$ cat src/rtl/sram_1rw_req_ctrl_if.sv
// Request/response stream bundle between a client and the 1RW SRAM request controller.
// The client drives requests and response-ready; the controller drives the rest.
interface sram_1rw_req_ctrl_if #(
    parameter int ADDR_W = 6,
    parameter int DATA_W = 32
);
    logic              req_valid;
    logic              req_ready;
    logic              req_we;
    logic [ADDR_W-1:0] req_addr;
    logic [DATA_W-1:0] req_wdata;
    logic              rsp_valid;
    logic              rsp_ready;
    logic [DATA_W-1:0] rsp_rdata;

    modport master (
        output req_valid, req_we, req_addr, req_wdata, rsp_ready,
        input  req_ready, rsp_valid, rsp_rdata
    );

    modport slave (
        input  req_valid, req_we, req_addr, req_wdata, rsp_ready,
        output req_ready, rsp_valid, rsp_rdata
    );
endinterface

$ cat src/rtl/sram_1rw_req_ctrl.sv
// Initiator for a single-port 1RW SRAM macro: turns a valid/ready request stream into macro
// pin activity and returns read data in order through a small credit-protected response FIFO.
module sram_1rw_req_ctrl #(
    parameter int ADDR_W    = 6,
    parameter int DATA_W    = 32,
    parameter int RSP_DEPTH = 2
) (
    input  logic              clk,
    input  logic              rst_n,
    sram_1rw_req_ctrl_if.slave bus,
    output logic [ADDR_W-1:0] sram_a,
    output logic              sram_csb,
    output logic              sram_web,
    output logic              sram_oeb,
    output logic [DATA_W-1:0] sram_i,
    input  logic [DATA_W-1:0] sram_o
);
    localparam int PTR_W = (RSP_DEPTH > 1) ? $clog2(RSP_DEPTH) : 1;
    localparam int CNT_W = $clog2(RSP_DEPTH + 1);
    localparam logic [CNT_W:0]   DEPTH_C  = (CNT_W + 1)'(RSP_DEPTH);
    localparam logic [CNT_W-1:0] FULL_C   = CNT_W'(RSP_DEPTH);
    localparam logic [PTR_W-1:0] LAST_PTR = PTR_W'(RSP_DEPTH - 1);

    logic              running;
    logic              inflight;
    logic              fire;
    logic              rd_fire;
    logic              push;
    logic              pop;
    logic              full;
    logic              empty;
    logic [CNT_W-1:0]  occ;
    logic [CNT_W:0]    credit_used;
    logic [PTR_W-1:0]  wr_ptr;
    logic [PTR_W-1:0]  rd_ptr;
    logic [DATA_W-1:0] mem [RSP_DEPTH];

    // A read in flight already owns a FIFO slot, and a slot being popped this cycle is free again.
    assign credit_used   = {1'b0, occ} + {{CNT_W{1'b0}}, inflight} - {{CNT_W{1'b0}}, pop};
    assign bus.req_ready = running & (credit_used < DEPTH_C);

    assign fire    = bus.req_valid & bus.req_ready;
    assign rd_fire = fire & ~bus.req_we;

    assign sram_csb = ~fire;
    assign sram_web = ~(fire & bus.req_we);
    assign sram_a   = fire ? bus.req_addr : '0;
    assign sram_i   = (fire & bus.req_we) ? bus.req_wdata : '0;
    assign sram_oeb = ~inflight;

    assign empty         = (occ == '0);
    assign full          = (occ == FULL_C);
    assign push          = inflight;
    assign pop           = bus.rsp_valid & bus.rsp_ready;
    assign bus.rsp_valid = ~empty;
    assign bus.rsp_rdata = mem[rd_ptr];

    // running keeps req_ready low until the first edge after reset release.
    always_ff @(posedge clk or negedge rst_n) begin
        if (!rst_n) begin
            running  <= 1'b0;
            inflight <= 1'b0;
        end else begin
            running  <= 1'b1;
            inflight <= rd_fire;
        end
    end

    always_ff @(posedge clk or negedge rst_n) begin
        if (!rst_n) begin
            wr_ptr <= '0;
            rd_ptr <= '0;
            occ    <= '0;
            for (int i = 0; i < RSP_DEPTH; i++) begin
                mem[i] <= '0;
            end
        end else begin
            if (push) begin
                mem[wr_ptr] <= sram_o;
                wr_ptr      <= (wr_ptr == LAST_PTR) ? '0 : wr_ptr + PTR_W'(1);
            end
            if (pop) begin
                rd_ptr <= (rd_ptr == LAST_PTR) ? '0 : rd_ptr + PTR_W'(1);
            end
            case ({push, pop})
                2'b10:   occ <= occ + CNT_W'(1);
                2'b01:   occ <= occ - CNT_W'(1);
                default: occ <= occ;
            endcase
        end
    end

    a_no_overflow : assert property (@(posedge clk) disable iff (!rst_n) !(push && full && !pop))
        else $error("sram_1rw_req_ctrl: response FIFO push while full");

endmodule

$ cat src/flat_wrapper.sv
// flat-port wrapper written by rule: the top's interface ports become plain ports
module sram_1rw_req_ctrl_flat 
#(
    parameter int ADDR_W    = 6,
    parameter int DATA_W    = 32,
    parameter int RSP_DEPTH = 2
)
  (clk, rst_n, sram_a, sram_csb, sram_web, sram_oeb, sram_i, sram_o, bus_req_valid, bus_req_we, bus_req_addr, bus_req_wdata, bus_rsp_ready, bus_req_ready, bus_rsp_valid, bus_rsp_rdata);
  sram_1rw_req_ctrl_if #(.ADDR_W(ADDR_W), .DATA_W(DATA_W)) bus_i ();
  input  logic clk;
  input  logic rst_n;
  output logic [ADDR_W-1:0] sram_a;
  output logic sram_csb;
  output logic sram_web;
  output logic sram_oeb;
  output logic [DATA_W-1:0] sram_i;
  input  logic [DATA_W-1:0] sram_o;
  input wire logic [$bits(bus_i.req_valid)-1:0] bus_req_valid;
  input wire logic [$bits(bus_i.req_we)-1:0] bus_req_we;
  input wire logic [$bits(bus_i.req_addr)-1:0] bus_req_addr;
  input wire logic [$bits(bus_i.req_wdata)-1:0] bus_req_wdata;
  input wire logic [$bits(bus_i.rsp_ready)-1:0] bus_rsp_ready;
  output wire logic [$bits(bus_i.req_ready)-1:0] bus_req_ready;
  output wire logic [$bits(bus_i.rsp_valid)-1:0] bus_rsp_valid;
  output wire logic [$bits(bus_i.rsp_rdata)-1:0] bus_rsp_rdata;
  assign bus_i.req_valid = bus_req_valid;
  assign bus_i.req_we = bus_req_we;
  assign bus_i.req_addr = bus_req_addr;
  assign bus_i.req_wdata = bus_req_wdata;
  assign bus_i.rsp_ready = bus_rsp_ready;
  assign bus_req_ready = bus_i.req_ready;
  assign bus_rsp_valid = bus_i.rsp_valid;
  assign bus_rsp_rdata = bus_i.rsp_rdata;
  sram_1rw_req_ctrl #(.ADDR_W(ADDR_W), .DATA_W(DATA_W), .RSP_DEPTH(RSP_DEPTH)) u_core (.clk(clk), .rst_n(rst_n), .bus(bus_i), .sram_a(sram_a), .sram_csb(sram_csb), .sram_web(sram_web), .sram_oeb(sram_oeb), .sram_i(sram_i), .sram_o(sram_o));
endmodule
$ cat config.mk
export PLATFORM = sky130hd
export DESIGN_NAME = sram_1rw_req_ctrl_flat
export DESIGN_NICKNAME = d
export VERILOG_FILES = /design/src/rtl/sram_1rw_req_ctrl_if.sv /design/src/rtl/sram_1rw_req_ctrl.sv /design/src/flat_wrapper.sv
export SDC_FILE = /design/constraint.sdc
export NUM_CORES = 1
export LEC_CHECK = 0
export BUFFER_PORTS_ARGS = -buffer_cell sky130_fd_sc_hd__buf_2
export CAP_MARGIN = 20
export CORE_AREA = 2 2 100 92
export DETAILED_ROUTE_END_ITERATION = 8
export DIE_AREA = 0 0 102 94
export PLACE_DENSITY = 0.71
export SYNTH_ARGS = -nofsm -noshare
export SYNTH_HDL_FRONTEND = slang
export SYNTH_SLANG_ARGS = --single-unit
$ cat constraint.sdc
create_clock -name clk -period 2.9 [get_ports clk]
set_input_delay 0.58 -clock clk [delete_from_list [all_inputs] [get_ports clk]]
set_output_delay 0.58 -clock clk [all_outputs]
set_load 0.005 [all_outputs]
Word-level counts from Yosys, hierarchy flattened --
Index checks and enable logic that the tools add are counted.
Word-level totals: flip-flop bits (word level) 70, input bits 75, output and inout port bits 75, word-level logic and storage cells 45
Operators by class: $add $sub $neg 6, order comparisons 4, equality and inequality tests 2, multiplexer cells 11, bitwise gates (word level) 12, reduce and logical (&&, ||, !) cells 3
Operator list (count):
- $mux 32 | 5
- $bwmux 64 | 1
- $demux 32 s1 | 1
- $mux 6 | 1
- $and 1x1->1 | 5
- $not 1->1 | 5
- $ge 2x2->1 const B | 2
- $not 1->2 | 2
- $pmux 2 s2 | 1
- $add 2x1->3 | 1
- $lt 3x2->1 const B | 1
- $sub 3x1->3 | 1
- $add 1x1->1 const B | 2
- $add 2x1->2 const B | 1
- $eq 2x1->1 const B | 1
- $eq 2x2->1 const B | 1
- $logic_not 2->1 | 1
- $lt 2x1->1 const B | 1
- $mux 1 | 2
- $reduce_bool 2->1 | 1
- $sub 2x1->2 const B | 1
- $logic_and 1x1->1 | 1

Depth between registers and ports, before layout --
Gate-level depths: netlist of run 1.
depth in word-level cells 9, depth in mapped cells 9, mapped depth without buffers 8

Least setup slack after synthesis of run 1 --
Ideal clock, no wire load.
path type reg2out, from register u_core.occ[1], to output sram_i[14], arrival time 2.520 ns, slack -0.200 ns, cell stages (with the launch flop) 10, path buffers 1, path through dfrtp_1 > or2_2 > and2_1 > ha_1 > nand2b_1 > fa_1 > nand2_1 > nor3b_2 > clkbuf_1 > and2_1
Between the ends: longest elaborated chain between the ends 9
Ends and longest elaborated chain:
- start: declaration | line sram_1rw_req_ctrl.sv:32 | logic [CNT_W-1:0] occ;
- start signal: assignment | line sram_1rw_req_ctrl.sv:86 | 2'b10: occ <= occ + CNT_W'(1);
- start signal: assignment | line sram_1rw_req_ctrl.sv:87 | 2'b01: occ <= occ - CNT_W'(1);
- $logic_not 2->1 | line sram_1rw_req_ctrl.sv:51 | assign empty = (occ == '0);
- $not 1->1 | line sram_1rw_req_ctrl.sv:55 | assign bus.rsp_valid = ~empty;
- via bus_rsp_valid | line flat_wrapper.sv:24 | output wire logic [$bits(bus_i.rsp_valid)-1:0] bus_rsp_valid;
- $and 1x1->1 | line sram_1rw_req_ctrl.sv:54 | assign pop = bus.rsp_valid & bus.rsp_ready;
- via u_core.pop | line sram_1rw_req_ctrl.sv:29 | logic pop;
- $sub 3x1->3 | line sram_1rw_req_ctrl.sv:39 | assign credit_used = {1'b0, occ} + {{CNT_W{1'b0}}, inflight} - {{CNT_W{1'b0}}, pop};
- $lt 3x2->1 | line sram_1rw_req_ctrl.sv:40 | assign bus.req_ready = running & (credit_used < DEPTH_C);
- $and 1x1->1 | line sram_1rw_req_ctrl.sv:40
- $and 1x1->1 | line sram_1rw_req_ctrl.sv:42 | assign fire = bus.req_valid & bus.req_ready;
- $and 1x1->1 | line sram_1rw_req_ctrl.sv:48 | assign sram_i = (fire & bus.req_we) ? bus.req_wdata : '0;
- $mux 32 | line sram_1rw_req_ctrl.sv:48
- end: declaration | line flat_wrapper.sv:16 | output logic [DATA_W-1:0] sram_i;
The timed path passes the listed nets, and every way through them passes these cells.

Worst setup path after layout of run 1 --
from register u_core.occ[0], to output sram_i[10]
Between the ends: longest elaborated chain between the ends 9
Ends and longest elaborated chain (line):
- $logic_not 2->1 | sram_1rw_req_ctrl.sv:51
- $not 1->1 | sram_1rw_req_ctrl.sv:55
- $and 1x1->1 | sram_1rw_req_ctrl.sv:54
- via u_core.pop | sram_1rw_req_ctrl.sv:29
- $sub 3x1->3 | sram_1rw_req_ctrl.sv:39
- $lt 3x2->1 | sram_1rw_req_ctrl.sv:40
- $and 1x1->1 | sram_1rw_req_ctrl.sv:40
- $and 1x1->1 | sram_1rw_req_ctrl.sv:42
- $and 1x1->1 | sram_1rw_req_ctrl.sv:48
- $mux 32 | sram_1rw_req_ctrl.sv:48
The timed path passes the listed nets, and every way through them passes these cells.

==> results.md, run 1 <==
- All-layer global routing usage: 16.99%
- Met3 Usage GRT: approximately 4.5%
- Placement Setup Slack: -109.7 ps
- VDD IR-drop max: roughly 0.37 mV
- FF/Latch Area: 1752 um2
- Clk_lat worst skew: 350 ps
- DRC viols: 0
- Post-route clock period utilization: 115.9%
- TritonCTS clock tree: done
- Initial drt markers: a little under 50
- Worst-path clk slew: approximately 80 ps
- Synth top area cells: dfrtp_1, mux2_2, and2_1, buf_4, and3_1
- Leakage: roughly 2.4 nW
- Area of the multi-input gates: 1588 um2
- WS Path Type: reg2out
- Cell count along the critical path: 10
- Die Area: roughly 9600 um2
- # hold bufs at CTS: 0
- Post-Synthesis Cells: between 200 and 250
- Crit path cell chain: or2_4, and2_4, ha_4, nand2b_4, fa_2, nand2_4, nor3b_4, buf_4, and2_1, buf_2
- Cell family with most CP delay: simple AND/OR/NAND/NOR gates
- M1 GR Usage: between 10% and 20%
- Worst path bufs/invs: 2
- Initial Util: 39.43%
- Minimum clock period: 3361 ps
- Antenna violations before repair: 0
- Crit-path max FO: 11
- Failing checks: negative setup slack
- CP startpoint kind: flop
- Worst Clk Skew: 8.090 ps
- Crit path max-delay cell type: fa_2
- Synth cell types: 23
- Dominant cell type by area after synthesis: dfrtp_1
- Clock Path Buffers: 2
- Rel. slew slack: a little over two fifths
- Status: finished, violations left
- Site Rows: 32
- Setup_tns: -16,500 ps
- RSZ-0062 raised after global routing: yes
- GP Congestion: 0.8562
- GR Layer Usage met2: between 20% and 30%
- Pin count of the biggest net entering global routing: 34
- Hold Crit Class: in2async
- Post-Syn Area per Cell: roughly 14 um2
- TritonRoute pass-1 iters: 4
- CTS Buf Count: 9
- Setup crit end kind: primary output
- Pwr dens: just under 1000 nW/um2
- Setup violations, final: 41
- Worst Tran Pin Value: between 800 and 900 ps
- Final core occ: a little under three fifths
- Worst r2r src: u_core.occ[0]
- Fmax: between 200 and 300 MHz
- MaxCap Viol Count: 0
- Area added between synthesis and finish: 39.85%
- Die W: between 100 and 150 um
- H-tree levels: 3
- CP peak stage delay: ~540 ps
- Congestion Overflow GR: 0
- Vias/cell: between 4 and 5
- Fillers: about 740
- Worst reg2reg path depth: 9
- First-pass GRT wire length: ~12 mm
- PnR worst setup slack: -460.9 ps
- Die Y: 94 um
- Clk root buf: clkbuf_8
- Nets: between 400 and 500
- ANT nets after route: 0
- Syn nets: 321
- Beginning of the critical path: u_core.occ[0]
- Register area share after synthesis: a little over half
- Via count: approximately 2,500
- Share of layout cells above drive strength 1: a little under three quarters
- Antenna cells: 0
- Grt peak-use layer: met2
- DR WL/cell: 15.02 um
- Hpwl dp: between 5 and 6 mm
- Io pins: 150
- Netlist Area Pre-Place: 3347 um2
- WL final: around 7.9 mm
- CP required: 2320 ps
- Vias in the first global route: 2,679
- Fin. max-slew vios: 0
- Final hold vios: 0
- Worst EP arrival: about 2800 ps
- # clock sinks: 70
- Port-buffer cells: ~150
- Yosys reg bits: 70
- Yosys top cell area share: a little over half
- YS warnings: 0
- Core area: about 8500 um2
-- cell usage after synthesis --
cell type / count
ha_1: 2
nor2_4: 1
nor3b_2: 1
dfrtp_1: 70
and3b_1: 1
conb_1: 1
clkbuf_1: 5
nor2b_1: 1
fa_1: 1
and4_1: 3
or2_2: 1
nand2_1: 4
and3_1: 6
nor2_1: 1
inv_1: 2
nand2b_1: 1
xnor2_1: 3
and2_1: 30
mux2_2: 94
xor2_1: 3
buf_2: 4
mux2_1: 2
buf_4: 6
-- layer usage --
| metal | up-vias | part of all wire (%) |
|---|---|---|
| li1 | 1163 | - |
| met1 | 1221 | 39 |
| met2 | 111 | 51 |
| met3 | 16 | 7.3 |
| met4 | 0 | 2.1 |
| met5 | - | 0 |
-- placed cells by master, fill, tap and decap left out, drive strengths merged --
cell type	n
bufinv	2
nor3b	1
xnor2	3
nand2	4
or2	1
fa	1
dfrtp	70
mux2	96
nand2b	1
nor2	2
clkinv	2
clkinvlp	2
xor2	3
and3	6
conb	1
nor2b	1
and3b	1
ha	2
inv	3
and4	3
clkbuf	9
and2	30
buf	166
-- through the flow --
stage          hold WS, ps  power, W  instance area [um2]  std cells
6_report             137.5  0.004652                 4681        529
5_1_grt              158.3  0.004990                 4681        529
4_1_cts              139.3  0.004639                 4599        528
3_5_place_dp         477.1  0.003633                 4308        510
3_3_place_gp         468.8  0.003556                 4308        510
2_1_floorplan        284.4  0.002894                 3373        243
-- power by group --
| part | internal [W] | switching [W] | leakage (nW) |
|---|---|---|---|
| sequential | 0.00146 | 0.000228 | 0.846 |
| clock | 0.000486 | 0.000377 | 0.106 |
| combinational | 0.00130 | 0.000797 | 1.40 |
-- final cells by class --
cell class | instances | share of cell area (%)
clock buffers | 9 | 2.646
clock inverters | 7 | 2.085
inverters | 2 | 0.1604
multi-input cells | 156 | 33.92
flip-flops and latches | 70 | 37.42
well taps | 119 | 3.181
repair buffers | 166 | 20.58
-- flip-flops by register name, summed over array words and instances (netlist names) --
register / cells
u_core.running: 1
u_core.rd_ptr: 1
u_core.occ: 2
u_core.wr_ptr: 1
u_core.mem: 64
u_core.inflight: 1
-- cell families (layout without fill, tap and decap cells) --
kind of cell / after synthesis / count (layout) / synth area share (%)
multiplexers: 96 / 96 / 32.30
flip-flops: 70 / 70 / 52.34
AND/OR/NAND/NOR: 50 / 50 / 9.608
buffers and inverters: 17 / 184 / 2.729
XOR/XNOR: 6 / 6 / 1.570
adder cells (fa/ha/maj): 3 / 3 / 1.346
other: 1 / 1 / 0.1120
-- final timing paths --
kind | endpoint | slack [ps]
max | sram_i[10] | -460
min | u_core.mem[23] | 140
max reg2reg | u_core.inflight | 650
min reg2reg | u_core.mem[37] | 490
max in group asynchronous | u_core.wr_ptr | 2040
min in group clk | u_core.mem[37] | 460
-- timing repair --
item	4_1_cts	5_1_grt
pin swaps	6	3
setup buffers	1	0
endpoints found under the setup margin	41	41
gates cloned	1	1
gates resized for setup	13	16
Note: power is estimated with default switching activity, not from simulation.
==> inputs of run 2 (changes only) <==
SKIP_CTS_REPAIR_TIMING = 1   (was not set)
==> run 2 against run 1 <==
The run still ends with negative setup slack left. Via count is 0.36% lower. Sequential share of layout area up 0.27 points. First-iteration DRC count increased by 12%. Critical path depth did not move. Clock power about the same. Power shrank 0.46%. Global-route usage shrank 0.22 points. Non-clock buffer count is 1 lower. Sequential power about the same. Clock skew is essentially flat. Register-to-register slack lost 80 ps. Cell area fell by 0.72%. Critical path type unchanged.
==> results.md, run 2 (synthesis results as in run 1) <==
- Setup violations, final: 41 (unchanged)
- Die W: 102 um (unchanged)
- CP startpoint kind: flop (unchanged)
- # clock sinks: 70 (unchanged)
- PnR worst setup slack: -435.2 ps (was -460.9 ps)
- Initial drt markers: 55 (was 49)
- Worst path bufs/invs: 2 (unchanged)
- First-pass GRT wire length: 12.24 mm (was 12.41 mm)
- WL final: 7.769 mm (was 7.947 mm)
- Port-buffer cells: 149 (unchanged)
- Final hold vios: 0 (unchanged)
- Leakage: 2.339 nW (was 2.350 nW)
- Placed Instances: 510 (unchanged)
- Crit path max-delay cell type: fa_2 (unchanged)
- Internal reg-to-reg setup slack: 570 ps (was 650 ps)
- Antenna cells: 0 (unchanged)
- Biggest regs: u_core.mem (64), u_core.occ (2) (unchanged)
- CP required: 2320 ps (about the same)
- Worst-path clk slew: 80 ps (about the same)
- Nets: 482 (was 483)
- Status: finished, violations left (unchanged)
- Core area: 8488 um2 (unchanged)
- Fin. max-slew vios: 0 (unchanged)
- Worst EP arrival: 2760 ps (was 2780 ps)
- Congestion Overflow GR: 0 (unchanged)
- Commonest non-fill, non-tap cells in the layout: buf_2, mux2_2, dfrtp_1, and2_1, buf_4 (was buf_2, mux2_2, dfrtp_1, and2_1, buf_6)
- Share of layout cells above drive strength 1: 70.66% (was 71.46%)
- CTS Buf Count: 9 (unchanged)
- Setup_tns: -15,420 ps (was -16,500 ps)
- Fillers: 752 (was 744)
- Placement Setup Slack: -109.7 ps (unchanged)
- H-tree levels: 3 (unchanged)
- Minimum clock period: 3335 ps (was 3361 ps)
- Io pins: 150 (unchanged)
- Fmax: 299.8 MHz (was 297.5 MHz)
- Vias in the first global route: 2,646 (was 2,679)
- Hpwl dp: 5.630 mm (unchanged)
- Placed cell areas: 4308 um2 (unchanged)
- Pwr dens: 996.5 nW/um2 (was 993.9 nW/um2)
- VDD IR-drop max: 0.3606 mV (was 0.3733 mV)
- Die Area: 9588 um2 (unchanged)
- TritonCTS clock tree: done (unchanged)
- RSZ-0062 raised after global routing: yes (unchanged)
- Number of flip-flops in the largest register: 64 (unchanged)
- Vias/cell: 4.739 (was 4.747)
- TritonRoute pass-1 iters: 4 (unchanged)
- Fin area: 4647 um2 (was 4681 um2)
- Post-route clock period utilization: 115.0% (was 115.9%)
- ANT nets after route: 0 (unchanged)
- Commonest non-fill, non-tap cell in the layout: buf_2 (unchanged)
- Cell family with most CP delay: simple AND/OR/NAND/NOR gates (unchanged)
- Rel. slew slack: 44.19% (was 43.84%)
- Clk_lat worst skew: 350 ps (about the same)
- Crit path cell chain: or2_4, and2_4, ha_4, nand2b_4, fa_2, nand2_4, nor3b_4, buf_6, and2_1, buf_2 (was or2_4, and2_4, ha_4, nand2b_4, fa_2, nand2_4, nor3b_4, buf_4, and2_1, buf_2)
- GP Congestion: 0.8562 (unchanged)
- Worst r2r src: u_core.occ[0] (unchanged)
- Pin count of the biggest net entering global routing: 34 (unchanged)
- Beginning of the critical path: u_core.occ[0] (unchanged)
- Antenna violations before repair: 0 (unchanged)
- Area added between synthesis and finish: 38.84% (was 39.85%)
- DR WL/cell: 14.71 um (was 15.02 um)
- Biggest register: u_core.mem (unchanged)
- Worst Tran Pin Value: 835.1 ps (was 840.4 ps)
- Setup crit end kind: primary output (unchanged)
- Worst Clk Skew: 8.032 ps (was 8.090 ps)
- Clock Path Buffers: 2 (unchanged)
- Clk root buf: clkbuf_8 (unchanged)
- Die Y: 94 um (unchanged)
- Initial Util: 39.43% (unchanged)
- Hold Crit Class: in2async (unchanged)
- All-layer global routing usage: 16.77% (was 16.99%)
- MaxCap Viol Count: 0 (unchanged)
- Crit-path max FO: 19 (was 11)
- Fin cells: 528 (was 529)
- Via count: 2,502 (was 2,511)
- DRC viols: 0 (unchanged)
- CP peak stage delay: 540 ps (about the same)
- Failing checks: negative setup slack (unchanged)
- Site Rows: 32 (unchanged)
- WS Path Type: reg2out (unchanged)
==> run 2: cell count changes in the layout (fill, tap and decap cells not counted) <==
cell	change
and2_4	-3
buf_2	+3
buf_4	-1
and2_1	+3
buf_6	-3
==> run 2: worst paths after layout <==
| kind | cells past startpoint | end |
|---|---|---|
| worst max-delay path | 10 | sram_i[15] |
| worst min register to register | 1 | u_core.mem[37] |
| min in group clk | 2 | u_core.mem[37] |
| worst max register to register | 10 | u_core.inflight |
| worst min-delay path | 1 | u_core.mem[23] |
| max in group asynchronous | 2 | u_core.wr_ptr |
==> run 2: layer usage <==
layer / global-route usage [%] / part of all wire (%) / vias up / wire length, um
li1: - / - / 1159 / -
met1: 19.13 / 39 / 1211 / 3064
met2: 29.33 / 51 / 116 / 3925
met3: 4.464 / 7.9 / 16 / 614
met4: 7.333 / 2.1 / 0 / 165
met5: 0 / 0 / - / 0
==> run 2: cell type report <==
cell class	count	area, um2	area share [%]
Inverter	2	7.507	0.1616
Clock buffer	9	123.9	2.666
Multi-Input combinational cell	156	1580	34.01
Timing Repair Buffer	165	937.1	20.17
Clock inverter	7	97.59	2.100
Tap cell	119	148.9	3.204
Sequential cell	70	1752	37.70
==> run 2: through the flow <==
| stage | power (W) | util (%) | hold slack (ps) |
|---|---|---|---|
| 6_report | 0.004631 | 54.75 | 137.4 |
| 5_1_grt | 0.004974 | 54.75 | 158.3 |
| 4_1_cts | 0.004516 | 53.36 | 139.3 |
| 3_5_place_dp | 0.003633 | 50.75 | 477.1 |
| 3_3_place_gp | 0.003556 | 50.75 | 468.8 |
| 2_1_floorplan | 0.002894 | - | 284.4 |
==> run 2: report_power, final <==
part	internal (W)	leakage [nW]	switching [W]
combinational	0.00129	1.39	0.000785
clock	0.000486	0.106	0.000378
sequential	0.00146	0.846	0.000227
total	0.00324	2.34	0.00139
==> inputs of run 3 (changes only) <==
CORE_AREA = 2 2 109 111   (was 2 2 100 92)
DIE_AREA = 0 0 111 113   (was 0 0 102 94)
GPL_ROUTABILITY_DRIVEN = 1   (was not set)
PLACE_DENSITY = not set   (was 0.71)
==> run 3 against run 2 <==
The flow still finishes with violations (negative setup slack). Critical path depth up 1. Worst setup slack worse by 26 ps. Die area up 31%. Clock skew down 0.67 ps. Maximum frequency down 0.76%.
==> results.md, run 3 (synthesis results as in run 1) <==
- Leakage: 2.452 nW (was 2.339 nW)
- Setup_tns: -16,210 ps (was -15,420 ps)
- Core area: 11,270 um2 (was 8488 um2)
- Rel. slew slack: 57.95% (was 44.19%)
- Clk_lat worst skew: 320 ps (was 350 ps)
- Placement Setup Slack: -114.2 ps (was -109.7 ps)
- Fin. max-slew vios: 0 (unchanged)
- Post-route clock period utilization: 115.9% (was 115.0%)
- Crit-path max FO: 8 (was 19)
- CP peak stage delay: 540 ps (about the same)
- Minimum clock period: 3361 ps (was 3335 ps)
- Commonest non-fill, non-tap cell in the layout: buf_2 (unchanged)
- RSZ-0062 raised after global routing: yes (unchanged)
- DR WL/cell: 14.65 um (was 14.71 um)
- Io pins: 150 (unchanged)
- CP required: 2320 ps (about the same)
- Congestion Overflow GR: 0 (unchanged)
- Hpwl dp: 5.641 mm (was 5.630 mm)
- WS Path Type: reg2out (unchanged)
- # clock sinks: 70 (unchanged)
- CTS Buf Count: 9 (unchanged)
- TritonCTS clock tree: done (unchanged)
- Antenna cells: 0 (unchanged)
- ANT nets after route: 0 (unchanged)
- Vias in the first global route: 2,567 (was 2,646)
- Die W: 111 um (was 102 um)
- Die Area: 12,540 um2 (was 9588 um2)
- Die Y: 113 um (was 94 um)
- Initial drt markers: 93 (was 55)
- Failing checks: negative setup slack (unchanged)
- All-layer global routing usage: 12.73% (was 16.77%)
- Cell family with most CP delay: simple AND/OR/NAND/NOR gates (unchanged)
- Clk root buf: clkbuf_16 (was clkbuf_8)
- CP startpoint kind: flop (unchanged)
- H-tree levels: 3 (unchanged)
- Fillers: 1,056 (was 752)
- Total Power: 0.004968 W (was 0.004631 W)
- Setup violations, final: 41 (unchanged)
- Commonest non-fill, non-tap cells in the layout: buf_2, mux2_2, dfrtp_1, buf_6, and2_4 (was buf_2, mux2_2, dfrtp_1, and2_1, buf_4)
- Setup crit end kind: primary output (unchanged)
- Final hold vios: 0 (unchanged)
- Biggest register: u_core.mem (unchanged)
- TritonRoute pass-1 iters: 4 (unchanged)
- Site Rows: 39 (was 32)
- Number of flip-flops in the largest register: 64 (unchanged)
- Crit path cell chain: or2_4, and2_4, ha_4, nand2b_4, fa_2, nand2_4, nor3b_4, buf_6, clkbuf_16, and2_4, buf_6 (was or2_4, and2_4, ha_4, nand2b_4, fa_2, nand2_4, nor3b_4, buf_6, and2_1, buf_2)
- Crit path max-delay cell type: fa_2 (unchanged)
- Via count: 2,469 (was 2,502)
- MaxCap Viol Count: 0 (unchanged)
- Worst-path clk slew: 60 ps (was 80 ps)
- WL final: 8.117 mm (was 7.769 mm)
- FF/Latch Area: 1752 um2 (unchanged)
- Hold Crit Class: in2async (unchanged)
- Antenna violations before repair: 0 (unchanged)
- Initial Util: 29.69% (was 39.43%)
- Pin count of the biggest net entering global routing: 46 (was 34)
- Worst Clk Skew: 7.365 ps (was 8.032 ps)
- Clock Path Buffers: 2 (unchanged)
- Nets: 484 (was 482)
- Vias/cell: 4.457 (was 4.739)
- Worst EP arrival: 2780 ps (was 2760 ps)
- Pwr dens: 1000 nW/um2 (was 996.5 nW/um2)
- Biggest regs: u_core.mem (64), u_core.occ (2) (unchanged)
- PnR worst setup slack: -460.8 ps (was -435.2 ps)
- Worst path bufs/invs: 3 (was 2)
- VDD IR-drop max: 0.4753 mV (was 0.3606 mV)
- Fmax: 297.6 MHz (was 299.8 MHz)
- Port-buffer cells: 149 (unchanged)
- DRC viols: 0 (unchanged)
- Share of layout cells above drive strength 1: 74.94% (was 70.66%)
- Area added between synthesis and finish: 48.37% (was 38.84%)
- Worst Tran Pin Value: 630.8 ps (was 835.1 ps)
- Status: finished, violations left (unchanged)
- Area of the multi-input gates: 1608 um2 (was 1580 um2)
- First-pass GRT wire length: 12.53 mm (was 12.24 mm)
- GP Congestion: 0.7241 (was 0.8562)
run 3: cell types whose count changed in the layout (fill, tap and decap cells not counted), moves of 4 or more:
cell       previous run  this run
and3_4                4         0
and3_1                2         6
buf_2               144       128
clkbuf_8              9         1
and2_4                1        22
clkbuf_16             0        11
and2_1               29         8
buf_6                 9        24
run 3: worst paths after layout:
path / cells past startpoint / slack (ps) / start / endpoint
min in group clk: 1 / 490 / u_core.mem[37] / u_core.mem[37]
worst max-delay path: 11 / -460 / u_core.occ[0] / sram_i[15]
worst max register to register: 9 / 670 / u_core.occ[0] / u_core.inflight
worst min-delay path: 1 / 270 / rst_n / u_core.mem[36]
max in group asynchronous: 2 / 1960 / rst_n / u_core.mem[52]
worst min register to register: 1 / 490 / u_core.mem[37] / u_core.mem[37]
run 3: layout make-up:
| class | count | area share [%] |
|---|---|---|
| multi-input combinational | 156 | 32.38 |
| timing repair buffer | 167 | 22.07 |
| tap | 143 | 3.603 |
| clock buffer | 11 | 4.888 |
| clock inverter | 5 | 1.638 |
| sequential | 70 | 35.27 |
| inverter | 2 | 0.1512 |
run 3: where the power goes:
group          switching, W  leakage (nW)  total, W  internal [W]
registers          0.000220         0.846   0.00168       0.00146
logic              0.000781          1.45   0.00210       0.00132
clock network      0.000409         0.156   0.00119      0.000778
total               0.00141          2.45   0.00497       0.00356
run 3: routing by layer:
metal | GRT usage (%) | wire, um | part of all wire, %
met4 | 4.250 | 69 | 0.85
met1 | 13.78 | 3152 | 39
met5 | 0 | 0 | 0
met2 | 22.62 | 4240 | 52
met3 | 5.303 | 654 | 8.1
run 3: stage by stage:
step	instance area [um2]	instances	util (%)	hold WS (ps)
4_1_cts	4667	549	41.40	272.8
6_report	4966	554	44.06	267.9
3_5_place_dp	4343	533	38.53	476.1
5_1_grt	4966	554	44.06	315.3
3_3_place_gp	4343	533	38.53	464.5
2_1_floorplan	3373	243	-	284.4
